File: src/rtl/game_control.sv
// game_control: per-frame sequencer for the flappy-bird datapath.
// Paces frames, steps delete/update/draw/check, and drives jump and plot.
module game_control #(
    parameter int FRAME_TICKS  = 833333,
    parameter int GUARD        = 6,
    parameter int DRAW_TIMEOUT = 4096
) (
    input  logic       clk,
    input  logic       resetn,
    input  logic       go,
    input  logic       jump_key,
    input  logic       finished_draw,
    input  logic       collision,
    output logic [4:0] cur_state,
    output logic       jump,
    output logic       plot,
    output logic       game_over
);

    typedef enum logic [4:0] {
        IDLE           = 5'b00000,
        WAIT_FRAME     = 5'b00001,
        CHECK          = 5'b00010,
        GAME_OVER      = 5'b11111,
        DEL_BIRD       = 5'b01111,
        DEL_WALL_TOP   = 5'b01100,
        DEL_WALL_BOT   = 5'b01001,
        UPDATE_BIRD_VY = 5'b01011,
        UPDATE_BIRD_Y  = 5'b10101,
        UPDATE_WALL    = 5'b01010,
        DRAW_WALL_TOP  = 5'b01101,
        DRAW_WALL_BOT  = 5'b01000,
        DRAW_BIRD      = 5'b00100
    } state_t;

    localparam int FW = (FRAME_TICKS > 1) ? $clog2(FRAME_TICKS) : 1;
    localparam int CW = $clog2(DRAW_TIMEOUT + GUARD + 1);
    localparam logic [FW-1:0] FRAME_LAST = FW'(FRAME_TICKS - 1);
    localparam logic [CW-1:0] GUARD_C    = CW'(GUARD);
    localparam logic [CW-1:0] CNT_LAST   = CW'(DRAW_TIMEOUT - 1);

    state_t        state;
    state_t        state_nxt;
    logic [FW-1:0] frame_cnt;
    logic [CW-1:0] cnt;
    logic          tick_pending;
    logic          jump_req;
    logic          go_q;
    logic          jump_q;
    logic          is_draw;
    logic          guard_done;
    logic          advance;
    logic          wrap;
    logic          go_rise;
    logic          jump_rise;

    always_comb begin
        is_draw = state inside {DEL_BIRD, DEL_WALL_TOP, DEL_WALL_BOT,
                                DRAW_WALL_TOP, DRAW_WALL_BOT, DRAW_BIRD};
        guard_done = cnt >= GUARD_C;
        // A done seen inside the guard window may be stale from the last rectangle
        advance   = (guard_done && finished_draw) || (cnt == CNT_LAST);
        wrap      = frame_cnt == FRAME_LAST;
        go_rise   = go & ~go_q;
        jump_rise = jump_key & ~jump_q;
    end

    always_comb begin
        state_nxt = state;
        unique case (state)
            IDLE:           if (go_rise) state_nxt = WAIT_FRAME;
            WAIT_FRAME:     if (tick_pending) state_nxt = DEL_BIRD;
            DEL_BIRD:       if (advance) state_nxt = DEL_WALL_TOP;
            DEL_WALL_TOP:   if (advance) state_nxt = DEL_WALL_BOT;
            DEL_WALL_BOT:   if (advance) state_nxt = UPDATE_BIRD_VY;
            UPDATE_BIRD_VY: state_nxt = UPDATE_BIRD_Y;
            UPDATE_BIRD_Y:  state_nxt = UPDATE_WALL;
            UPDATE_WALL:    state_nxt = DRAW_WALL_TOP;
            DRAW_WALL_TOP:  if (advance) state_nxt = DRAW_WALL_BOT;
            DRAW_WALL_BOT:  if (advance) state_nxt = DRAW_BIRD;
            DRAW_BIRD:      if (advance) state_nxt = CHECK;
            CHECK:          state_nxt = collision ? GAME_OVER : WAIT_FRAME;
            GAME_OVER:      state_nxt = GAME_OVER;
            default:        state_nxt = IDLE;
        endcase
    end

    always_ff @(posedge clk or negedge resetn) begin
        if (!resetn) begin
            state        <= IDLE;
            frame_cnt    <= '0;
            cnt          <= '0;
            tick_pending <= 1'b0;
            jump_req     <= 1'b0;
            go_q         <= 1'b0;
            jump_q       <= 1'b0;
        end else begin
            state     <= state_nxt;
            frame_cnt <= wrap ? '0 : frame_cnt + FW'(1);
            cnt       <= (is_draw && state_nxt == state) ? cnt + CW'(1) : '0;
            go_q      <= go;
            jump_q    <= jump_key;
            // A fresh wrap outranks consumption so back-to-back ticks are not lost
            if (wrap)
                tick_pending <= 1'b1;
            else if (state == WAIT_FRAME)
                tick_pending <= 1'b0;
            if (state == IDLE || state == GAME_OVER)
                jump_req <= 1'b0;
            else if (jump_rise)
                jump_req <= 1'b1;
            else if (state == UPDATE_BIRD_VY)
                jump_req <= 1'b0;
        end
    end

    assign cur_state = state;
    assign jump      = (state == UPDATE_BIRD_VY) && jump_req;
    assign plot      = is_draw && guard_done && !finished_draw;
    assign game_over = state == GAME_OVER;

endmodule

File: config.mk
export PLATFORM = sky130hd
export DESIGN_NAME = game_control
export DESIGN_NICKNAME = d
export VERILOG_FILES = /design/src/rtl/game_control.sv
export SDC_FILE = /design/constraint.sdc
export NUM_CORES = 1
export LEC_CHECK = 0
export BUFFER_PORTS_ARGS = -buffer_cell sky130_fd_sc_hd__buf_2
export CAP_MARGIN = 20
export CORE_ASPECT_RATIO = 0.8
export CORE_MARGIN = 8
export CORE_UTILIZATION = 28
export DETAILED_ROUTE_END_ITERATION = 10
export PLACE_DENSITY = 0.46
export SKIP_CTS_REPAIR_TIMING = 1
export SYNTH_ARGS = -nofsm -noshare
export SYNTH_HDL_FRONTEND = slang
export SYNTH_SLANG_ARGS = --single-unit
File: constraint.sdc
create_clock -name clk -period 4.5 [get_ports clk]
set_input_delay 0.45 -clock clk [delete_from_list [all_inputs] [get_ports clk]]
set_output_delay 0.45 -clock clk [all_outputs]
set_load 0.005 [all_outputs]
### Yosys cells after proc, flatten, opt, wreduce, memory -nomap -nowiden

Cells that the tools add are included.

* add/subtract/negate cells: 2
* multipliers: 0
* div/mod/pow operators: 0
* $lt $le $gt $ge: 1
* eq/ne operators: 15
* shift operators: 0
* mux-type cells: 17
* bitwise operators: 4
* reductions and logical operators: 12

Operator list (count)
* 5-bit one-hot mux with 13 select lines: 1
* 5-bit two-way mux: 9
* 5-bit by 4-bit equality test with 1-bit output (second input constant): 7
* 20-bit by 1-bit adder with 20-bit output (second input constant): 1
* 20-bit equality test (second input constant): 1
* 20-bit two-way mux: 1
* 13-bit by 1-bit adder with 13-bit output (second input constant): 1
* 13-bit by 12-bit equality test with 1-bit output (second input constant): 1
* 13-bit by 3-bit >= comparator with 1-bit output (second input constant): 1
* 13-bit two-way mux: 1
* 5-bit equality test (second input constant): 2
* 6-bit nonzero test: 1
* 5-bit by 1-bit equality test with 1-bit output (second input constant): 1
* 5-bit by 2-bit equality test with 1-bit output (second input constant): 1
* 5-bit by 3-bit equality test with 1-bit output (second input constant): 1
* 5-bit equality test: 1
* 1-bit logical AND: 5
* 5-bit logical NOT: 1
* 1-bit two-way mux: 5
* 3-bit nonzero test: 1
* 1-bit AND: 2
* 1-bit logical OR: 2
* 1-bit inverter: 2
* 2-bit nonzero test: 1
* 1-bit logical NOT: 1

* register bits after elaboration: 42
* latch bits: 0
* memory bits (writable): 0
* memory bits (read-only): 0
* input bits: 6
* output and inout bits: 8
* word-level logic and storage cells: 58
* memories: 0

### Logic depth before layout (Yosys ltp)

Gate-level depths: netlist (run 1).

* depth after elaboration: 8
* mapped depth: 8
* depth with buffers taken out: 7

### Least setup slack after synthesis (run 1)

OpenSTA, ideal clock, no wires.

* path kind: flip-flop to flip-flop
* start point: reg frame_cnt[14]
* end point: reg frame_cnt[10]
* arrival: 1.599 ns
* required time: 4.381 ns
* setup slack: 2.783 ns
* stages on the path, launching flop included: 5
* period minus slack after synthesis: 1.717 ns
* path through: dfrtp_1 -> or4_1 -> nor4_4 -> buf_4 -> nor2_1

* longest elaborated chain between the ends: 2

Ends and longest elaborated chain
* start: declaration: line 44 `logic [FW-1:0] frame_cnt;`
* start signal: assignment: line 99 `frame_cnt <= wrap ? '0 : frame_cnt + FW'(1);`
* 20-bit equality test: line 63 `wrap = frame_cnt == FRAME_LAST;`
* 20-bit two-way mux: line 99

No other way between the ends.
A chain may end at the register's enable or synchronous reset.

### Final worst setup path (run 1)

* start point: reg state[0], in the netlist cur_state[0]
* end point: out plot

* longest elaborated chain between the ends: 4
* elaborated cells between the ends (all ways): 9

Ends and longest elaborated chain
* start: declaration: line 42 `state_t state;`
* start signal: assignment: line 98 `state <= state_nxt;`
* 5-bit by 4-bit equality test with 1-bit output / 5-bit by 3-bit equality test with 1-bit output (equally long branches): line 58 `is_draw = state inside {DEL_BIRD, DEL_WALL_TOP, DEL_WALL_BOT,`
* 6-bit nonzero test (*): line 58
* 1-bit logical AND (*) (2 in series): line 119 `assign plot = is_draw && guard_done && !finished_draw;`
* end: declaration: line 16 `output logic plot,`

Every way passes the cells marked *; elsewhere a longest branch is shown, timed or not.

==> results of run 1 <==
-- cell usage in the layout (no fill, tap or decap), types with 2 or more instances in the layout --
| master | count |
|---|---|
| clkbuf_8 | 5 |
| a31oi_1 | 2 |
| nor2_1 | 40 |
| nor3_1 | 5 |
| dfrtp_1 | 42 |
| nand3_1 | 14 |
| and3_1 | 3 |
| ha_1 | 4 |
| nand2b_1 | 3 |
| o21ai_0 | 6 |
| a21oi_1 | 8 |
| inv_1 | 9 |
| nand4_1 | 9 |
| nor2b_1 | 6 |
| nor4_1 | 3 |
| clkinvlp_4 | 2 |
| xnor2_1 | 13 |
| nand2_1 | 17 |
| xor2_1 | 15 |
| nand4b_1 | 2 |
| buf_2 | 13 |
| and2_1 | 2 |
| a211oi_1 | 2 |
| or3_1 | 3 |
-- how the worst max path moves through the flow --
stage / from / endpoint / slack, ps
floorplan: frame_cnt[14] / frame_cnt[10] / 2780
global placement: frame_cnt[14] / frame_cnt[2] / 2430
detailed placement: frame_cnt[14] / frame_cnt[10] / 2400
CTS: cur_state[0] / plot / 2220
global route: cur_state[0] / jump / 2060
finish: cur_state[0] / plot / 2250
-- worst reg2reg max path, stage by stage (launching register included) --
cell and delay (ps):
dfrtp_1 450, or4_1 590, nor4_4 750, nor2_1 110
-- synth_stat cells (4+ instances only) --
master	number	area, um^2
clkbuf_1	6	22.52
ha_1	4	50.05
nor2_1	40	150.1
nor3_1	5	25.02
xor2_1	15	131.4
dfrtp_1	42	1051
nand3_1	14	70.07
inv_1	9	33.78
xnor2_1	13	113.9
o21ai_0	6	30.03
a21oi_1	8	40.04
nor2b_1	6	37.54
nand2_1	17	63.81
nand4_1	9	56.30
-- logic make-up after synthesis --
kind of cell               after synthesis  share of synthesized area
adders and majority gates                4                    0.02255
and+or+nand+nor                        119                     0.2835
DFF                                     42                     0.4735
xor gates and xnor gates                28                     0.1105
buffers and inverters                   16                    0.02875
muxes                                    1                   0.004510
AOI/OAI and AO/OA                       26                    0.07666
-- per-stage QoR --
step	util	hold slack, ps	instance area [um^2]
6_report	0.3209	264.5	2504
5_1_grt	0.3209	253.6	2504
4_1_cts	0.3209	258.0	2504
3_5_place_dp	0.3063	500.0	2390
3_3_place_gp	0.3063	504.7	2390
2_1_floorplan	-	154.4	2220
-- layout make-up --
| class | instances | area share |
|---|---|---|
| Clock inverter | 3 | 0.01799 |
| Sequential cell | 42 | 0.4198 |
| Inverter | 9 | 0.01349 |
| Timing Repair Buffer | 13 | 0.02599 |
| Multi-Input combinational cell | 178 | 0.4413 |
| Tap cell | 108 | 0.05397 |
| Clock buffer | 5 | 0.02749 |
-- sequential cells by signal (all words and copies together) (netlist names) --
name          flops
frame_cnt        20
cnt              13
cur_state         5
go_q              1
jump_q            1
jump_req          1
tick_pending      1
-- layer usage --
layer  track usage  routed length [um]
met5             0                   0
met4       0.03272                  49
met3       0.02848                 229
met2        0.1329                1821
met1        0.1173                2332
-- power by group through the flow --
stage               clock [mW]  sequential [mW]  combinational, mW
floorplan                    0            0.386           0.000858
global placement             0            0.386             0.0116
detailed placement           0            0.386             0.0116
CTS                      0.321            0.378             0.0116
global route             0.334            0.378             0.0128
finish                   0.308            0.378             0.0104
==> impl_metrics.toml, run 1 <==
[sta]
rsz0062_at_grt = "false"
fin_skew_ps = 7.660
max_slew.worst_pin.slew_ps = 947.8
drv_slew = 0
max_slew_margin = 0.3681
fin_ws_ps = 2245
setup_viol = 0
fin_setup_tns_ps = 0
max_freq_mhz = 443.5
final-hold-violation-count = 0
post-route-period-util = 0.5010
fin_crit_ps = 2255

[critical_path]
endpoint_kind = "primary output"
path_max_fanout = 17
cp_cell_sequence = "and2_1, o21ai_0, a21oi_1, and3b_1, buf_2"
critPathKind = "reg2out"
crit_family = "flip-flops"
worstSetupStartpointType = "register"
rrSetupSlack_ps = 2450
worst-path-stages = 5
ff2ff_path_depth = 3
reg2reg_to = "frame_cnt[2]"
required_ps = 4050
cp_slowest_cell = "dfrtp_1"
critPathBufInv = 1
slowest_delay_ps = 680
r2r-start = "frame_cnt[14]"
arrival_ps = 1800

[job]
max_cap_viol_count = 0

[final_layout]
multi_input_area_mm2 = 0.001105
fin_nets = 259
area_delta_synth_final_pct = 12.80
drive_above_1_share = 0.1160
n_antenna_cell = 0
instances_no_fill = 358
seqCellArea_mm2 = 0.001051
fillers = 813

[pwr]
netSwitchingFraction = 0.2176
total_power_mw = 0.6970
clockPowerShare = 0.443
leakagePower_nw = 1.072
intPower_mw = 0.5453
pwr-share-seq = 0.543
p_switching_mw = 0.1517
pwr-share-comb = 0.015
peakVddDrop_uv = 169.1
powerDensity_mw_per_mm2 = 278.4

[cts]
clk_pin_slew_ps = 90
clock_path_buffers = 2
clk-insertion-delay-late_ps = 300
htree_levels = 2
numCtsBuffers = 5
clkSinkCount = 42
cts_tree = "built"
root_buffer = "clkbuf_8"

[routing]
first_pass_iters = 4
drc = 0
vias_per_cell = 4.598
wirelength_mm = 4.432
drt-initial-drc-count = 101
wl_per_cell_um = 12.38
ant_nets = 0
dr_total_vias = 1646

[floorplan]
num_rows = 29
die_w_um = 115.5
die_h_um = 95.64
ioPinCount = 14
start_util = 0.2845
die_area_mm2 = 0.01105
coreArea_mm2 = 0.007801

[global_routing]
grt_pass1_vias = 1625
grt_max_degree = 43
antenna_found_initial = 0
grt_pass1_wl_mm = 7.797
gr-total-overflow = 0
grt_use_total = 0.08884

[place]
dpl.hpwl_mm = 2.967
numPlacedInstances = 350
gp_congestion = 0.7511
pre_cts_slack_ps = 2395
portBuffers = 13

[logic_synthesis]
synthCells = 236
synth_flop_cell = "dfrtp_1"
synth_cell_type_count = 44
yosys_warnings = 0
ys_ff_latch = 42
synth.avg_cell_area_um2 = 9.405
syn_area_mm2 = 0.002220
yosysSeqAreaShare = 0.4735
async_reset_ff_frac = 1.000
synth.net_count = 246
synth_edf_count = 0

[worst_hold_path]
min_to = "go_q"
hold_depth = 1
min_from = "go"
worstHoldPathType = "in2reg"

[outcome]
status = "finished, final reports clean"
Note: power is estimated with default switching activity, not from simulation.
==> inputs of run 2 (changes only) <==
==> constraint.sdc (replaced) <==
create_clock -name clk -period 2.4 [get_ports clk]
set_input_delay 0.24 -clock clk [delete_from_list [all_inputs] [get_ports clk]]
set_output_delay 0.24 -clock clk [all_outputs]
set_load 0.005 [all_outputs]
==> impl_metrics.toml, run 2 (same netlist as run 1, synthesis figures left out) <==
[routing]
m1WireLength_mm = 2.519
drt-initial-drc-count = 69
top_layer = "met4"
drc = 0
wl_per_cell_um = 12.57
dr_total_vias = 1629
vias_per_cell = 4.500
wirelength_mm = 4.552
wl_met2_mm = 1.754
ant_nets = 0
dr_wl_met3_um = 208
first_pass_iters = 4

[sta]
rsz0062_at_grt = "false"
final-hold-violation-count = 0
post-route-period-util = 0.8641
fin_setup_tns_ps = 0
max_slew.worst_pin.slew_ps = 519.2
max_slew_margin = 0.6539
max_freq_mhz = 482.2
fin_skew_ps = 4.348
holdWs_ps = 54.05
setup_viol = 0
drv_slew = 0
fin_crit_ps = 2074

[critical_path]
endpoint_kind = "primary output"
arrival_ps = 1830
path_max_fanout = 17
required_ps = 2160
worstSetupStartpointType = "register"
critPathKind = "reg2out"

[final_layout]
instances_no_fill = 362
n_antenna_cell = 0
mostFrequentLayoutCells = "dfrtp_1 (42), nor2_1 (40), nand2_1 (17)"
area_delta_synth_final_pct = 13.25
fillers = 823
fin_nets = 263
regMostFlops = "frame_cnt"
largest_reg_flops = 20
drive_above_1_share = 0.1220
final_common_cell = "dfrtp_1"
fin_area_mm2 = 0.002514

[pwr]
netSwitchingFraction = 0.2210
pwr-share-comb = 0.019
intPower_mw = 0.9472
powerDensity_mw_per_mm2 = 483.7
p_switching_mw = 0.2687
pwr-share-seq = 0.583
total_power_mw = 1.216
peakVddDrop_uv = 181.4
leakagePower_nw = 1.089
clockPowerShare = 0.398

[cts]
clk_pin_slew_ps = 80
numCtsBuffers = 5
clk-insertion-delay-late_ps = 300
htree_levels = 2
clkSinkCount = 42
cts_tree = "built"
root_buffer = "clkbuf_8"
clock_path_buffers = 2

[global_routing]
grt_max_degree = 32
gr-total-overflow = 0
antenna_found_initial = 0
grt_use_total = 0.09252
grt_pass1_wl_mm = 7.976
grt_pass1_vias = 1584

[floorplan]
die_w_um = 115.5
die_h_um = 95.64
num_rows = 29
coreArea_mm2 = 0.007801
start_util = 0.2845
ioPinCount = 14
die_area_mm2 = 0.01105

[job]
max_cap_viol_count = 0

[outcome]
status = "finished, final reports clean"

[place]
dpl.hpwl_mm = 3.184
placed_area_mm2 = 0.002412
portBuffers = 13
numPlacedInstances = 353
gp_congestion = 0.7641

[worst_hold_path]
worstHoldPathType = "in2reg"
==> run 2: through the flow <==
| step | worst slack, ps | util |
|---|---|---|
| 4_1_cts | 339.0 | 0.3209 |
| 2_1_floorplan | 682.6 | - |
| 5_1_grt | 146.7 | 0.3222 |
| 3_3_place_gp | 447.6 | 0.3092 |
| 6_report | 326.1 | 0.3222 |
| 3_5_place_dp | 398.6 | 0.3092 |
==> run 2: final cells by class <==
class,instances,area [um^2],area share
Tap cell,108,135.1,0.05376
Sequential cell,42,1051,0.4181
Timing Repair Buffer,17,97.59,0.03883
Multi-Input combinational cell,178,1105,0.4395
Clock buffer,7,86.33,0.03435
Clock inverter,1,5.005,0.001991
Inverter,9,33.78,0.01344
==> run 2: per-layer routing <==
layer	vias up	GRT usage
met3	6	0.03165
met2	18	0.1217
li1	846	-
met5	-	0
met4	0	0.03926
met1	759	0.1322
==> run 2: power groups by stage <==
stage | sequential [mW] | clock, mW | combinational (mW)
global route | 0.709 | 0.533 | 0.0272
global placement | 0.723 | 0 | 0.0229
CTS | 0.709 | 0.512 | 0.0233
finish | 0.709 | 0.484 | 0.0225
floorplan | 0.723 | 0 | 0.00161
detailed placement | 0.723 | 0 | 0.0231
==> run 2: final timing paths <==
check,to,slack [ps],depth (start not counted),startpoint
setup / recovery,jump,330,4,cur_state[0]
hold / removal,jump_q,50,1,jump_key
setup reg to reg,cnt[4],450,7,cnt[0]
hold reg to reg,frame_cnt[7],510,1,frame_cnt[7]
max in group asynchronous,frame_cnt[18],1360,3,resetn
min in group asynchronous,cur_state[0],350,2,resetn
==> run 2: critical path, stage by stage, from the launching register on <==
cell	delay [ps]
dfrtp_1	670
nor2b_1	410
nand3_1	200
nor2_1	130
buf_2	120
==> inputs of run 3 (changes only) <==
--- a/config.mk
+++ b/config.mk
@@ -11,6 +11,7 @@
 export CORE_MARGIN = 8
 export CORE_UTILIZATION = 28
 export DETAILED_ROUTE_END_ITERATION = 10
+export GPL_TIMING_DRIVEN = 0
 export PLACE_DENSITY = 0.46
 export SKIP_CTS_REPAIR_TIMING = 1
 export SYNTH_ARGS = -nofsm -noshare
==> impl_metrics.toml, run 3 (same netlist as run 1, synthesis figures left out) <==
[routing]
top_layer = "met4"
dr_total_vias = 1720
m1WireLength_mm = 2.422
drt-initial-drc-count = 126
wl_per_cell_um = 12.75
drc = 0
dr_wl_met3_um = 231
first_pass_iters = 4
wirelength_mm = 4.680
wl_met2_mm = 1.979
vias_per_cell = 4.687
ant_nets = 0

[floorplan]
die_w_um = 115.5
die_h_um = 95.64
ioPinCount = 14
die_area_mm2 = 0.01105
num_rows = 29
coreArea_mm2 = 0.007801
start_util = 0.2845

[cts]
clkSinkCount = 42
cts_tree = "built"
root_buffer = "clkbuf_8"
clock_path_buffers = 2
htree_levels = 2
clk_pin_slew_ps = 90
numCtsBuffers = 5
clk-insertion-delay-late_ps = 300

[global_routing]
grt_pass1_vias = 1702
antenna_found_initial = 0
grt_use_total = 0.09381
gr-total-overflow = 0
grt_max_degree = 43
grt_pass1_wl_mm = 8.307

[critical_path]
endpoint_kind = "register"
required_ps = 2630
worstSetupStartpointType = "register"
path_max_fanout = 10
slowest_delay_ps = 450
critPathKind = "reg2reg"
cp_slowest_cell = "dfrtp_1"
arrival_ps = 2330
cp_cell_sequence = "inv_1, ha_1, o21ai_0, nand4_1, a2bb2oi_2, nand2_1, clkbuf_1, nor2_1"

[final_layout]
final_common_cell = "dfrtp_1"
instances_no_fill = 367
largest_reg_flops = 20
n_antenna_cell = 0
drive_above_1_share = 0.1197
area_delta_synth_final_pct = 16.57
fin_nets = 268
mostFrequentLayoutCells = "dfrtp_1 (42), nor2_1 (40), nand2_1 (17)"
regMostFlops = "frame_cnt"

[place]
numPlacedInstances = 357
portBuffers = 13
dpl.hpwl_mm = 3.209
gp_congestion = 0.7296

[job]
max_cap_viol_count = 0

[sta]
rsz0062_at_grt = "false"
max_slew_margin = 0.6107
post-route-period-util = 0.8717
final-hold-violation-count = 0
fin_skew_ps = 12.76
setup_viol = 0
drv_slew = 0
max_slew.worst_pin.slew_ps = 579.5
fin_setup_tns_ps = 0
max_freq_mhz = 478.0
fin_crit_ps = 2092

[pwr]
leakagePower_nw = 1.116
peakVddDrop_uv = 232.3
powerDensity_mw_per_mm2 = 548.3

[worst_hold_path]
worstHoldPathType = "in2reg"

[outcome]
status = "finished, final reports clean"
[run 3: changes by cell type in the layout (fill, tap and decap cells not counted)]
cell | before | now
buf_4 | 3 | 1
clkbuf_8 | 6 | 5
bufinv_16 | 0 | 2
clkinv_2 | 1 | 0
buf_12 | 0 | 1
clkbuf_1 | 1 | 6
clkinv_4 | 0 | 1
[run 3: final timing paths]
path | startpoint | end | slack [ps] | cells after the start
max in group asynchronous | resetn | frame_cnt[13] | 1550 | 3
worst max-delay path | cnt[0] | cnt[7] | 310 | 8
worst min-delay path | jump_key | jump_q | 50 | 1
worst max register to register | cnt[0] | cnt[7] | 310 | 8
worst min register to register | frame_cnt[17] | frame_cnt[17] | 510 | 1
min in group asynchronous | resetn | cur_state[0] | 360 | 2
[run 3: worst max-delay path, delay by kind of cell (launching register included)]
kind	cells	cell delay (ps)
AOI/OAI and AO/OA	2	520
adders and majority gates	1	190
buffers and inverters	2	340
DFF	1	450
and+or+nand+nor	3	530
[run 3: power breakdown]
| part | internal [mW] | switching, mW |
|---|---|---|
| Combinational | 0.00843 | 0.0166 |
| Sequential | 0.709 | 0.000403 |
| Clock | 0.417 | 0.268 |
| Total | 1.13 | 0.284 |
[run 3: per-layer routing]
layer  GRT usage  vias to the layer above
met5           0                        -
met4     0.02944                        0
met3     0.02848                        4
met2      0.1391                       25
met1      0.1275                      834
li1            -                      857
[run 3: metrics by stage]
step           hold slack (ps)  instance area (um^2)    util  worst slack (ps)  total power [mW]
4_1_cts                  38.73                  2557  0.3278             268.8             1.440
6_report                 51.18                  2587  0.3317             308.0             1.419
5_1_grt                  30.12                  2587  0.3317             68.90             1.474
3_5_place_dp             362.0                  2420  0.3102             294.4            0.7449
3_3_place_gp             360.3                  2420  0.3102             272.5            0.7447
2_1_floorplan           -55.59                  2220       -             682.6            0.7249
[run 3: area by class of cell]
class	count	area (um^2)
plain buffers	7	30.03
clock buffers	5	68.82
clock inverters	3	68.82
fillers	805	5214
inverters	9	33.78
multi-input cells	178	1105
flip-flops and latches	42	1051
well taps	108	135.1
repair buffers	15	95.09
